**src/rtl/signal_delay_pkg.sv**
```systemverilog
// Shared types and helpers for the programmable delay line: FSM state,
// constant clog2, and the delay clamp rule.
package signal_delay_pkg;

   typedef enum logic {
      FILL = 1'b0,
      RUN  = 1'b1
   } state_t;

   function automatic int clog2(input int value);
      int r;
      int v;
      r = 0;
      v = value - 1;
      while (v > 0) begin
         r++;
         v = v >> 1;
      end
      return r;
   endfunction

   // Requests of 0 collapse to the shortest delay; oversize requests saturate.
   function automatic int clamp_delay(input int sel, input int max_d);
      if (sel < 1)
         return 1;
      else if (sel > max_d)
         return max_d;
      return sel;
   endfunction

endpackage

```
**src/rtl/delay_ring_mem.sv**
```systemverilog
// Ring storage for the delay line. It holds a write pointer and {valid, data} entries,
// and reads combinationally at a tap rd_delay entries behind the write pointer.
module delay_ring_mem
   import signal_delay_pkg::*;
#(
   parameter  int WIDTH = 32,
   parameter  int DEPTH = 16,
   parameter  int DLY_W = 5,
   localparam int PTR_W = clog2(DEPTH)
) (
   input  logic             clk,
   input  logic             rst_n,
   input  logic             en,
   input  logic             flush,
   input  logic             wr_valid,
   input  logic [WIDTH-1:0] wr_data,
   input  logic [DLY_W-1:0] rd_delay,
   output logic             rd_valid,
   output logic [WIDTH-1:0] rd_data
);

   logic [WIDTH-1:0] data_q [DEPTH];
   logic [DEPTH-1:0] valid_q;
   logic [PTR_W-1:0] wr_ptr;
   logic [PTR_W-1:0] rd_ptr;
   int               rd_sum;

   // The flush clears only the valid bits. A write on the same edge lands after
   // the flush, so its valid bit is kept.
   always_ff @(posedge clk) begin
      if (!rst_n) begin
         for (int i = 0; i < DEPTH; i++) data_q[i] <= '0;
         valid_q <= '0;
         wr_ptr  <= '0;
      end else begin
         if (flush) valid_q <= '0;
         if (en) begin
            data_q[wr_ptr]  <= wr_data;
            valid_q[wr_ptr] <= wr_valid;
            wr_ptr <= (wr_ptr == PTR_W'(DEPTH - 1)) ? '0 : wr_ptr + PTR_W'(1);
         end
      end
   end

   always_comb begin
      rd_sum = int'(wr_ptr) + DEPTH - int'(rd_delay);
      if (rd_sum >= DEPTH) rd_sum = rd_sum - DEPTH;
      rd_ptr = PTR_W'(rd_sum);
   end

   assign rd_data  = data_q[rd_ptr];
   assign rd_valid = valid_q[rd_ptr];

endmodule

```
**src/rtl/prog_signal_delay.sv**
```systemverilog
// Runtime-programmable multi-lane delay line with fill masking on reset and on delay load.
// Optional sticky out-of-range flag: define SIGNAL_DELAY_LOAD_ERR_EN.
//
// state | meaning
// FILL  | ring refilling after reset/load; busy=1, signal_valid=0
// RUN   | fill_cnt reached cur_delay; signal_valid follows stored valid
module prog_signal_delay
   import signal_delay_pkg::*;
#(
   parameter  int DATAWIDTH  = 32,
   parameter  int NUM_CH     = 1,
   parameter  int MAX_DELAY  = 16,
   parameter  int INIT_DELAY = 2,
   localparam int DLY_W      = clog2(MAX_DELAY + 1),
   localparam int W          = NUM_CH * DATAWIDTH
) (
   input  logic             clk,
   input  logic             rst_n,
   input  logic             en,
   input  logic             delay_load,
   input  logic [DLY_W-1:0] delay_sel,
   input  logic             pre_valid,
   input  logic [W-1:0]     pre_signal,
   output logic [W-1:0]     signal,
   output logic             signal_valid,
   output logic [DLY_W-1:0] cur_delay,
   output logic             busy,
   output logic             load_err
);

   state_t           state_q, state_d;
   logic [DLY_W-1:0] fill_q, fill_d;
   logic [DLY_W-1:0] cur_q, cur_d;
   logic [DLY_W-1:0] sel_clamped;
   logic             flush;
   logic             rd_valid;

   assign sel_clamped = DLY_W'(clamp_delay(int'(delay_sel), MAX_DELAY));

   always_ff @(posedge clk) begin
      if (!rst_n) begin
         state_q <= FILL;
         fill_q  <= '0;
         cur_q   <= DLY_W'(INIT_DELAY);
      end else begin
         state_q <= state_d;
         fill_q  <= fill_d;
         cur_q   <= cur_d;
      end
   end

   always_comb begin
      state_d = state_q;
      fill_d  = fill_q;
      cur_d   = cur_q;
      flush   = 1'b0;
      if (delay_load) begin
         flush = 1'b1;
         cur_d = sel_clamped;
         // A sample written on the load cycle is the first fill sample.
         fill_d  = en ? DLY_W'(1) : '0;
         state_d = (en && sel_clamped == DLY_W'(1)) ? RUN : FILL;
      end else if (en && state_q == FILL) begin
         fill_d = fill_q + DLY_W'(1);
         if (fill_d >= cur_q) state_d = RUN;
      end
   end

   delay_ring_mem #(
      .WIDTH (W),
      .DEPTH (MAX_DELAY),
      .DLY_W (DLY_W)
   ) u_ring (
      .clk      (clk),
      .rst_n    (rst_n),
      .en       (en),
      .flush    (flush),
      .wr_valid (pre_valid),
      .wr_data  (pre_signal),
      .rd_delay (cur_q),
      .rd_valid (rd_valid),
      .rd_data  (signal)
   );

   assign signal_valid = (state_q == RUN) && rd_valid;
   assign busy         = (state_q == FILL);
   assign cur_delay    = cur_q;

`ifdef SIGNAL_DELAY_LOAD_ERR_EN
   logic err_q;

   always_ff @(posedge clk) begin
      if (!rst_n)
         err_q <= 1'b0;
      else if (delay_load && (delay_sel == '0 || int'(delay_sel) > MAX_DELAY))
         err_q <= 1'b1;
   end

   assign load_err = err_q;
`else
   assign load_err = 1'b0;
`endif

endmodule

```
**config.mk**
```make
export PLATFORM = sky130hd
export DESIGN_NAME = prog_signal_delay
export DESIGN_NICKNAME = d
export VERILOG_FILES = /design/src/rtl/signal_delay_pkg.sv /design/src/rtl/delay_ring_mem.sv /design/src/rtl/prog_signal_delay.sv
export SDC_FILE = /design/constraint.sdc
export NUM_CORES = 1
export LEC_CHECK = 0
export BUFFER_PORTS_ARGS = -buffer_cell sky130_fd_sc_hd__buf_2
export CAP_MARGIN = 10
export CORE_AREA = 2 2 196 198
export CTS_CLUSTER_DIAMETER = 60
export DETAILED_ROUTE_END_ITERATION = 16
export DIE_AREA = 0 0 198 200
export PLACE_DENSITY = 0.83
export SYNTH_ARGS = -nofsm -noshare
export SYNTH_HDL_FRONTEND = slang
export SYNTH_SLANG_ARGS = --single-unit
```
**constraint.sdc**
```tcl
create_clock -name clk -period 7 [get_ports clk]
set_clock_uncertainty 0.2 [all_clocks]
set_input_delay 1.4 -clock clk [delete_from_list [all_inputs] [get_ports clk]]
set_output_delay 1.4 -clock clk [all_outputs]
set_load 0.005 [all_outputs]
```
* After elaboration in Yosys (flattened, before gate mapping)
Memories as Yosys holds them, arrays and structs flattened.
Index checks and enable logic that the tools add are counted.
** Word-level totals
- Flip-flop bits (word level) :: 31
- RAM bits :: 512
- Input port bits :: 42
- Output and inout port bits :: 40
- Memories :: 1
** Cells by class
- Add/subtract/negate cells :: 5
- Magnitude comparators :: 7
- Equal/unequal tests :: 2
- Muxes and demuxes :: 30
- Bitwise gates (word level) :: 1
- Reduce and logical (&&, ||, !) cells :: 8
** Memory list
- u_ring.data_q :: depth 16, width 32, read ports 1, clocked after Yosys merged registers in 0, wr ports 16, line delay_ring_mem.sv:22 : logic [WIDTH-1:0] data_q [DEPTH];
** Operator list (number)
- 16-bit 2-to-1 mux :: 3
- 32-bit by 6-bit greater-or-equal comparator with 1-bit output, second input constant :: 1
- 32-bit 2-to-1 mux :: 1
- 32-bit OR reduction :: 1
- 5-bit 2-to-1 mux :: 5
- 16-bit bitwise mux :: 1
- 1-bit 2-to-1 mux :: 15
- 4-bit 2-to-1 mux :: 3
- 4-bit by 5-bit < comparator with 1-bit output, second input constant :: 2
- 6-bit by 5-bit subtractor with 7-bit output :: 1
- 4-bit by 5-bit adder with 6-bit output, second input constant :: 1
- 5-bit by 1-bit adder with 5-bit output, second input constant :: 1
- 5-bit by 1-bit equality test with 1-bit output, second input constant :: 1
- 5-bit greater-or-equal comparator :: 1
- 5-bit greater-than comparator, second input constant :: 1
- 5-bit by 1-bit < comparator with 1-bit output, second input constant :: 1
- 4-bit by 1-bit adder with 4-bit output, second input constant :: 1
- 1-bit binary-select mux with 4-bit select :: 1
- 1-bit demux with 4-bit select :: 1
- 4-bit equality test, second input constant :: 1
- 4-bit by 1-bit greater-or-equal comparator with 1-bit output, second input constant :: 1
- 1-bit logical AND :: 4
- 2-bit nonzero test :: 2
- 4-bit by 1-bit subtractor with 4-bit output, second input constant :: 1
- 2 further kinds :: 2

* Longest topological paths before layout
Gate-level depths: netlist of the first run.
- Word-level depth :: 8
- Mapped depth :: 10
- Depth with buffers taken out :: 8

* By module
From an unflattened synthesis of the first run, not the netlist that was laid out.
** Unflattened totals
- Cells, all modules :: 1723
- Area total of the unflattened synthesis :: 25102.8 um^2
** Modules (own cells, without submodules)
- delay_ring_mem :: instances 1, cells each 1648, area an instance 24472.2 um^2, seq. area each 15775.1 um^2
- prog_signal_delay :: instances 1, cells each 75, area an instance 630.6 um^2, seq. area each 220.2 um^2

* Worst setup path after synthesis of the first run
OpenSTA, ideal clock, no wires.
- Path kind :: in2reg
- Start point :: input en
- End point :: register u_ring.valid_q[15]
- Library setup time :: 251 ps
- Arrival :: 4445 ps
- Required time :: 6549 ps
- Slack :: 2104 ps
- Cell stages on the path :: 4
- Buffers on the path :: 1
- Cell sequence :: buf_2 -> nand2_1 -> o21ai_0 -> o21ai_0
** Between the ends
- Word-level cells in the longest chain between the ends :: 1
** Ends and longest elaborated chain
- start: declaration :: line prog_signal_delay.sv:19 : input logic en,
- 16-bit 2-to-1 mux :: line delay_ring_mem.sv:37 : if (en) begin
- end signal: indexed assignment :: line delay_ring_mem.sv:39 : valid_q[wr_ptr] <= wr_valid;
- end: declaration :: line delay_ring_mem.sv:23 : logic [DEPTH-1:0] valid_q;
No other way between the ends.
A chain may end at the register's enable or synchronous reset.

* Worst setup path in the final report of the first run
- Start point :: register u_ring.wr_ptr[0]
- End point :: output signal[18]
** Between the ends
- Word-level cells in the longest chain between the ends :: 5
** Ends and longest elaborated chain
- start: declaration :: line delay_ring_mem.sv:24 : logic [PTR_W-1:0] wr_ptr;
- start signal: assignment :: line delay_ring_mem.sv:40 : wr_ptr <= (wr_ptr == PTR_W'(DEPTH - 1)) ? '0 : wr_ptr + PTR_W'(1);
- 4-bit by 5-bit adder with 6-bit output (*) :: line delay_ring_mem.sv:46 : rd_sum = int'(wr_ptr) + DEPTH - int'(rd_delay);
- 6-bit by 5-bit subtractor with 7-bit output (*) :: line delay_ring_mem.sv:46
- 32-bit by 6-bit greater-or-equal comparator with 1-bit output or 4-bit by 1-bit subtractor with 4-bit output (tied branches) :: line delay_ring_mem.sv:47 : if (rd_sum >= DEPTH) rd_sum = rd_sum - DEPTH;
- 4-bit 2-to-1 mux (*) :: line delay_ring_mem.sv:47
- memory 16 x 32 bit (*)
- end: declaration :: line prog_signal_delay.sv:24 : output logic [W-1:0] signal,
Every way passes the cells marked *; elsewhere a longest branch is shown, timed or not.

==> results of run 1 <==
stage by stage:
stage / power (uW) / worst slack (ns) / instance area, um2 / hold WS (ns) / utilization (%)
2_1_floorplan: 4390 / 2.104 / 24890 / 0.2460 / -
3_3_place_gp: 4701 / 1.942 / 25930 / 0.2583 / 69.34
3_5_place_dp: 4726 / 1.904 / 25930 / 0.2668 / 69.34
4_1_cts: 7420 / 1.250 / 27560 / 0.2773 / 73.68
5_1_grt: 7604 / 1.089 / 27560 / 0.3020 / 73.68
6_report: 7405 / 1.269 / 27560 / 0.2806 / 73.68
worst min-delay path: stages, from the launching register on:
cell and delay, ns:
dfxtp_1 0.31, nand2b_1 0.06, o21ai_0 0.06
final cells by class:
| cell class | count | share of cell area (%) |
|---|---|---|
| well taps | 511 | 2.320 |
| flip-flops and latches | 543 | 58.04 |
| clock buffers | 68 | 5.053 |
| clock inverters | 25 | 0.8445 |
| inverters | 9 | 0.1226 |
| repair buffers | 128 | 2.942 |
| multi-input cells | 983 | 30.67 |
where the power goes:
group	internal, uW	switching, uW
Sequential	3670	39.5
Combinational	394	558
Clock	1550	1190
Total	5610	1790
placed cells by master (no fill, tap or decap), drive strengths merged, types with 4 or more instances in the layout:
cell type	synthesis	final
a211oi	33	33
a31oi	33	33
and2	548	548
buf	41	128
bufinv	0	4
clkbuf	102	68
clkinv	0	16
dfxtp	31	31
edfxtp	512	512
ha	13	13
inv	9	12
mux2i	4	4
mux4	132	132
nand2	95	95
nand2b	20	20
nand3	4	4
nor2	26	26
nor2b	5	5
o21ai	37	37
xnor2	5	5
xor2	7	7
state kept, by name, indices dropped and copies added (netlist names):
| register | cells |
|---|---|
| cur_delay | 5 |
| fill_q | 5 |
| state_q | 1 |
| u_ring.data_q | 512 |
| u_ring.valid_q | 16 |
| u_ring.wr_ptr | 4 |
layer usage:
metal	part of all wire, %	up-vias
li1	-	6171
met1	37	7405
met2	50	851
met3	9.1	175
met4	4.2	4
met5	0.041	-
worst paths after layout:
path	start	endpoint	slack [ns]	cells past startpoint
worst max-delay path	u_ring.wr_ptr[0]	signal[18]	1.27	10
worst min-delay path	u_ring.valid_q[15]	u_ring.valid_q[15]	0.28	2
worst max register to register	u_ring.wr_ptr[1]	u_ring.data_q[11][27]	3.77	5
worst min register to register	u_ring.valid_q[15]	u_ring.valid_q[15]	0.28	2
synthesized netlist by cell type, types with 2 or more instances:
| cell | n |
|---|---|
| nor2_1 | 26 |
| nand3_1 | 4 |
| nand4_1 | 2 |
| a311oi_1 | 2 |
| nor2b_1 | 5 |
| xnor2_1 | 5 |
| xor2_1 | 7 |
| o21ai_0 | 37 |
| nand2b_1 | 20 |
| buf_8 | 3 |
| a21o_1 | 2 |
| nand2_1 | 95 |
| nand3b_1 | 2 |
| buf_6 | 7 |
| dfxtp_1 | 31 |
| clkbuf_1 | 102 |
| buf_1 | 2 |
| a211oi_2 | 9 |
| and2_1 | 548 |
| mux4_2 | 132 |
| a211oi_1 | 24 |
| inv_1 | 9 |
| edfxtp_1 | 512 |
| mux2i_1 | 4 |
| buf_2 | 21 |
| buf_4 | 8 |
| ha_1 | 13 |
| a21oi_1 | 3 |
| a31oi_1 | 33 |
cell families after synthesis:
kind of cell	Yosys count	share of synthesized area [%]
and+or+nand+nor	706	16.51
DFF	543	64.27
buffers and inverters	152	2.866
muxes	136	12.11
AOI/OAI and AO/OA	114	3.072
adders and majority gates	14	0.7340
xor gates and xnor gates	12	0.4223
other	1	0.01507
==> reports/qor.yml, run 1 <==
routing:
  firstDrtPassIters: 5
  wl_per_cell_um: 26.95
  ant_nets: 0
  num_vias: 14606
  drtIter0Drc: 1674
  drcViolationCount: 0
  route.final.wire_length_um: 61090
  viasPerCell: 6.443
clock_tree:
  clk_latency_ns: 0.60
  cts_buffers: 52
  clk_pin_slew_worst_paths_ns: 0.06
  cts_buffer_depth: 3
  post_cts_buffers: 0
  cts_tree: "built"
  cts.htree.levels: 2
  cts_resized: 0
  root_buffer: "clkbuf_16"
  holdBufCountCts: 0
  cts_sinks: 543
worst_setup_path:
  cp_data_required_time_ns: 5.40
  worst_ep_arrival_time_ns: 4.13
  cpPeakStageDelay_ns: 1.50
  cp-end-kind: "primary output"
  cpMaxStageDelayCell: "fa_4"
  crit_buf_inv: 4
  critical_path_peak_fanout: 62
  crit_chain: "inv_1, ha_4, inv_1, fa_4, buf_12, mux4_2, and2_1, a211oi_1, a31oi_1, buf_2"
  path_delay_family: "adder cells"
  start_kind: "flop"
  timing_worst_setup_path_type: "flop to primary output"
  crit_path_frequent_cell: "inv_1"
grt:
  grt_use_met3_pct: 6.166
  grt_usage_pct: 32.10
  grt_pass1_wl_um: 91320
  grt-ovfl-total: 0
  grt_pass1_vias: 15002
  use_met1_pct: 41.36
  grt_max_degree: 63
  antenna_found_initial: 2
  busiest_layer: "met2"
  met2_usage_pct: 54.42
die:
  die_height_um: 200
  die-area_um2: 39600
  die_x_um: 198
  fp-row-count: 71
  top_level_ports: 82
  initial_utilization_pct: 66.55
  coreArea_um2: 37400
final_layout:
  antenna_cells: 0
  regArea_um2: 16000
  fillerInstances: 2203
  syn_to_final_growth_pct: 10.73
  final_cells: 2267
  multiInputGateArea_um2: 8453
  drive_above_1_share_pct: 21.47
  finish.net_count: 1773
logic_synthesis:
  yosys.area.top_type: "edfxtp_1"
  yosys_warnings: 0
  synth_edf_count: 512
  syn_inst: 1678
  avgSynthCellArea_um2: 14.83
  ys_seq_area_share_pct: 64.27
  synthTopCellsByArea: "edfxtp_1 62%, and2_1 14%, mux4_2 12%"
  netlist.area_leader.share_pct: 61.78
  syn_nets: 1734
  ys_ff_latch: 543
  synth_area_um2: 24890
  yosysUniqueCellTypes: 39
  synth_ff_type: "edfxtp_1"
  async_reset_ff_share_pct: 0
hold_path:
  hold_path.class: "flop to flop"
timing:
  period_share_pct: 81.87
  slew_headroom_pct: 11.69
  max_freq_ghz: 0.1745
  rsz0062_at_grt: "false"
  worst_slew_pin_slew_ns: 1.323
  tns_ns: 0
  fin_crit_ns: 5.731
  setup_viol: 0
  hold_viol_final: 0
  drv_slew: 0
power:
  power_density_nw_per_um2: 268.7
  leakage_uw: 0.01014
  ir_drop_v: 0.0002957
job:
  cap_violations: 0
run_status:
  run_status: "finished, final reports clean"
place:
  post-dp-hpwl_um: 34140
  dpl.cell_count: 2174
  io_buffer_count: 80
  place_congestion: 0.7725
Power figures use the tool's default switching activity.
==> run 2: changes to the inputs <==
--- a/config.mk
+++ b/config.mk
@@ -7,11 +7,11 @@
 export LEC_CHECK = 0
 export BUFFER_PORTS_ARGS = -buffer_cell sky130_fd_sc_hd__buf_2
 export CAP_MARGIN = 10
-export CORE_AREA = 2 2 196 198
+export CORE_AREA = 2 2 204 206
 export CTS_CLUSTER_DIAMETER = 60
 export DETAILED_ROUTE_END_ITERATION = 16
-export DIE_AREA = 0 0 198 200
-export PLACE_DENSITY = 0.83
+export DIE_AREA = 0 0 206 208
+export PLACE_DENSITY = 0.78
 export SYNTH_ARGS = -nofsm -noshare
 export SYNTH_HDL_FRONTEND = slang
 export SYNTH_SLANG_ARGS = --single-unit
==> constraint.sdc (replaced) <==
create_clock -name clk -period 5.7 [get_ports clk]
set_clock_uncertainty 0.2 [all_clocks]
set_input_delay 1.14 -clock clk [delete_from_list [all_inputs] [get_ports clk]]
set_output_delay 1.14 -clock clk [all_outputs]
set_load 0.005 [all_outputs]
==> reports/qor.yml, run 2 (same netlist as run 1, synthesis figures left out) <==
run_status:
  run_status: "finished, final reports clean"
place:
  io_buffer_count: 80
  post-dp-hpwl_um: 35290
  place_congestion: 0.7734
final_layout:
  finish.net_count: 1772
  final_common_cell: "and2_1"
  top_regs: "u_ring.data_q x512, u_ring.valid_q x16"
  drive_above_1_share_pct: 20.92
  antenna_cells: 0
  largest_register_ffs: 512
  fillerInstances: 2665
  syn_to_final_growth_pct: 10.83
  layout_common_cells: "548 x and2_1, 512 x edfxtp_1, 132 x mux4_2, 95 x nand2_1, 80 x buf_2"
  regMostFlops: "u_ring.data_q"
worst_setup_path:
  crit_buf_inv: 4
  cp_data_required_time_ns: 4.36
  worst_ep_arrival_time_ns: 3.99
  critical_path_peak_fanout: 44
  cpMaxStageDelayCell: "fa_4"
  timing_worst_setup_path_type: "flop to primary output"
  crit_chain: "inv_1, ha_4, inv_1, fa_4, buf_12, mux4_2, and2_1, a211oi_1, a31oi_1, buf_2"
  cpPeakStageDelay_ns: 1.24
  path_delay_family: "adder cells"
  cp-end-kind: "primary output"
  start_kind: "flop"
  crit_path_frequent_cell: "inv_1"
job:
  cap_violations: 0
timing:
  period_share_pct: 93.51
  max_freq_ghz: 0.1876
  drv_slew: 0
  tns_ns: 0
  rsz0062_at_grt: "false"
  setup_viol: 0
  worst_slew_pin_slew_ns: 1.166
  slew_headroom_pct: 21.99
  hold_viol_final: 0
  fin_crit_ns: 5.330
die:
  die-area_um2: 42850
  die_x_um: 206
  coreArea_um2: 40550
  top_level_ports: 82
  fp-row-count: 74
  initial_utilization_pct: 61.37
  die_height_um: 208
clock_tree:
  cts.htree.levels: 2
  post_cts_buffers: 0
  cts_tree: "built"
  cts_resized: 0
  clk_latency_ns: 0.60
  holdBufCountCts: 0
  cts_sinks: 543
  clk_pin_slew_worst_paths_ns: 0.06
  cts_buffers: 53
  root_buffer: "clkbuf_16"
  cts_buffer_depth: 3
hold_path:
  hold_path.class: "flop to flop"
power:
  finalPower_uw: 9084
  switching_share_pct: 24.15
  pwr-share-clk_pct: 37.0
  p_switching_uw: 2193
  leakage_uw: 0.01014
  seqPwrFrac_pct: 50.2
  power_density_nw_per_um2: 329.3
  p_int_uw: 6891
  ir_drop_v: 0.0002665
  comb_power_share_pct: 12.9
routing:
  ant_nets: 0
  firstDrtPassIters: 5
  drcViolationCount: 0
  num_vias: 14548
  drtIter0Drc: 1513
  route.final.wire_length_um: 60520
  viasPerCell: 6.350
  wl_per_cell_um: 26.42
grt:
  grt_pass1_vias: 15193
  grt_pass1_wl_um: 91700
  grt_max_degree: 67
  grt-ovfl-total: 0
  grt_usage_pct: 28.97
  antenna_found_initial: 3
==> run 2: changes by cell type in the layout (fill, tap and decap cells not counted) <==
cell	change
clkinv_1	+7
clkbuf_1	+5
buf_4	-3
clkinv_2	-3
clkbuf_16	+2
clkinvlp_4	-2
buf_12	+1
bufinv_16	-1
clkbuf_8	-1
inv_6	-1
inv_8	-1
==> run 2: power by group through the flow <==
stage / sequential (uW) / clock, uW / combinational (uW)
6_report: 4560 / 3360 / 1170
2_1_floorplan: 4630 / 0 / 759
3_5_place_dp: 4640 / 0 / 1170
4_1_cts: 4560 / 3370 / 1170
3_3_place_gp: 4630 / 0 / 1150
5_1_grt: 4570 / 3520 / 1240
==> run 2: area by class of cell <==
class                           instances  area, um2  share of cell area (%)
Clock inverter                         24      178.9                  0.6487
Tap cell                              532      665.6                   2.413
Sequential cell                       543      16000                   57.99
Clock buffer                           74       1448                   5.248
Multi-Input combinational cell        983       8453                   30.65
Timing Repair Buffer                  126      808.3                   2.930
Inverter                                9      33.78                  0.1225
==> run 2: stage by stage <==
stage	area [um2]	hold slack [ns]	instances	util (%)	setup slack, ns
5_1_grt	27580	0.3063	2291	68.01	0.2272
3_5_place_dp	25960	0.2651	2193	64.00	1.025
4_1_cts	27580	0.2805	2291	68.01	0.3764
2_1_floorplan	24890	0.2460	1678	-	1.064
3_3_place_gp	25960	0.2581	2193	64.00	1.094
6_report	27580	0.2840	2291	68.01	0.3700
==> run 2: path summary, 6_finish.rpt <==
check | from | end | slack [ns] | depth (start not counted)
setup / recovery | u_ring.wr_ptr[0] | signal[20] | 0.37 | 10
hold / removal | u_ring.valid_q[6] | u_ring.valid_q[6] | 0.28 | 2
setup reg to reg | u_ring.wr_ptr[1] | u_ring.data_q[3][20] | 2.64 | 4
hold reg to reg | u_ring.valid_q[6] | u_ring.valid_q[6] | 0.28 | 2
==> run 2: layer usage <==
| metal | global-route usage, % | wire length [um] |
|---|---|---|
| met1 | 38.58 | 22940 |
| met2 | 48.21 | 30780 |
| met3 | 4.574 | 4874 |
| met4 | 11.33 | 1911 |
| met5 | 0 | 24 |
==> run 2: tightest hold or removal path, cell delays in order, from the launching register on <==
cell and delay [ns]:
dfxtp_1 0.31, nand2b_1 0.06, o21ai_0 0.06
==> run 3: changes to the inputs <==
--- a/config.mk
+++ b/config.mk
@@ -7,10 +7,12 @@
 export LEC_CHECK = 0
 export BUFFER_PORTS_ARGS = -buffer_cell sky130_fd_sc_hd__buf_2
 export CAP_MARGIN = 10
-export CORE_AREA = 2 2 204 206
+export CELL_PAD_IN_SITES_DETAIL_PLACEMENT = 1
+export CELL_PAD_IN_SITES_GLOBAL_PLACEMENT = 2
+export CORE_AREA = 2 2 236 238
 export CTS_CLUSTER_DIAMETER = 60
 export DETAILED_ROUTE_END_ITERATION = 16
-export DIE_AREA = 0 0 206 208
+export DIE_AREA = 0 0 238 240
 export PLACE_DENSITY = 0.78
 export SYNTH_ARGS = -nofsm -noshare
 export SYNTH_HDL_FRONTEND = slang
==> reports/qor.yml, run 3 (same netlist as run 1, synthesis figures left out) <==
run_status:
  run_status: "finished, final reports clean"
worst_setup_path:
  timing_worst_setup_path_type: "flop to primary output"
  cpPeakStageDelay_ns: 1.10
  crit_chain: "inv_1, ha_4, inv_1, fa_4, buf_12, mux4_2, and2_1, a211oi_1, a31oi_1, buf_2"
  crit_buf_inv: 4
  crit_path_frequent_cell: "inv_1"
  cpMaxStageDelayCell: "fa_4"
  cp-end-kind: "primary output"
  cp_data_required_time_ns: 4.36
  start_kind: "flop"
  critical_path_peak_fanout: 35
  path_delay_family: "adder cells"
  worst_ep_arrival_time_ns: 3.92
clock_tree:
  clk_latency_ns: 0.61
  root_buffer: "clkbuf_16"
  holdBufCountCts: 0
  cts_tree: "built"
  cts_resized: 0
  clk_pin_slew_worst_paths_ns: 0.06
  cts.htree.levels: 2
  cts_buffer_depth: 3
  cts_sinks: 543
  post_cts_buffers: 0
  cts_buffers: 59
final_layout:
  largest_register_ffs: 512
  regMostFlops: "u_ring.data_q"
  fin_util_pct: 51.47
  drive_above_1_share_pct: 21.94
  layout_common_cells: "548 x and2_1, 512 x edfxtp_1, 132 x mux4_2, 95 x nand2_1, 80 x buf_2"
  top_regs: "u_ring.data_q x512, u_ring.valid_q x16"
  final_common_cell: "and2_1"
  finish.net_count: 1780
  syn_to_final_growth_pct: 13.05
grt:
  grt_pass1_wl_um: 102600
  grt_usage_pct: 24.95
  grt_use_met3_pct: 3.444
  met2_usage_pct: 43.14
  antenna_found_initial: 5
  grt_pass1_vias: 15358
  busiest_layer: "met2"
  grt_max_degree: 67
  use_met1_pct: 33.40
  grt-ovfl-total: 0
power:
  leakage_uw: 0.01026
  ir_drop_v: 0.0002296
  power_density_nw_per_um2: 337.4
die:
  die_x_um: 238
  die-area_um2: 57120
  top_level_ports: 82
  fp-row-count: 86
  die_height_um: 240
  coreArea_um2: 54660
  initial_utilization_pct: 45.53
job:
  cap_violations: 0
routing:
  num_vias: 14366
  viasPerCell: 5.793
  ant_nets: 0
  drtIter0Drc: 1145
  firstDrtPassIters: 5
  wl_per_cell_um: 28.07
  route.final.wire_length_um: 69620
  drcViolationCount: 0
hold_path:
  hold_path.class: "flop to flop"
timing:
  max_freq_ghz: 0.1900
  slew_headroom_pct: 13.83
  setup_viol: 0
  worst_slew_pin_slew_ns: 1.289
  fin_crit_ns: 5.263
  fin_ws_ns: 0.4371
  drv_slew: 0
  hold_viol_final: 0
  period_share_pct: 92.33
  rsz0062_at_grt: "false"
  tns_ns: 0
place:
  io_buffer_count: 80
  post-dp-hpwl_um: 39320
  place_congestion: 0.7307
  dpl_worst_slack_ns: 1.066
run 3: cell count changes in the layout (fill, tap and decap cells not counted), sizes merged:
cell      change
clkinv        +6
clkbuf        +4
diode         +3
buf           +2
clkinvlp      +2
run 3: routing by layer:
metal	up-vias	part of all wire (%)	wire, um
li1	6186	-	-
met1	7680	42	29520
met2	392	50	35120
met3	108	4.7	3298
met4	0	2.4	1677
met5	-	0	0
run 3: final cells by class:
type,instances,area (um2)
well taps,704,880.8
flip-flops and latches,543,16000
repair buffers,128,835.8
clock buffers,78,1610
inverters,9,33.78
fillers,5189,26530
multi-input cells,983,8533
diodes,3,7.507
clock inverters,32,239.0
run 3: final timing paths:
path	depth (start not counted)	from	slack, ns	endpoint
worst max-delay path	10	u_ring.wr_ptr[0]	0.44	signal[2]
worst max register to register	4	u_ring.wr_ptr[1]	2.44	u_ring.data_q[7][18]
worst min-delay path	2	u_ring.valid_q[15]	0.28	u_ring.valid_q[15]
worst min register to register	2	u_ring.valid_q[15]	0.28	u_ring.valid_q[15]
run 3: per-stage QoR:
step | hold WS (ns) | instances | total power, uW | area (um2)
floorplan | 0.2460 | 1678 | 5391 | 24890
global placement | 0.2611 | 2366 | 5850 | 26260
detailed placement | 0.2654 | 2366 | 5874 | 26260
CTS | 0.2834 | 2476 | 9565 | 28110
global route | 0.3037 | 2477 | 9791 | 28130
finish | 0.2778 | 2480 | 9492 | 28140
run 3: power breakdown:
part | internal, uW | switching (uW)
clock network | 2110 | 1610
registers | 4510 | 46.0
logic | 492 | 723
total | 7120 | 2380
run 3: worst min-delay path, delay by kind of cell (launching register included):
family             cells  cell delay, ns
DFF                    1            0.31
AOI/OAI and AO/OA      1            0.06
and+or+nand+nor        1            0.06
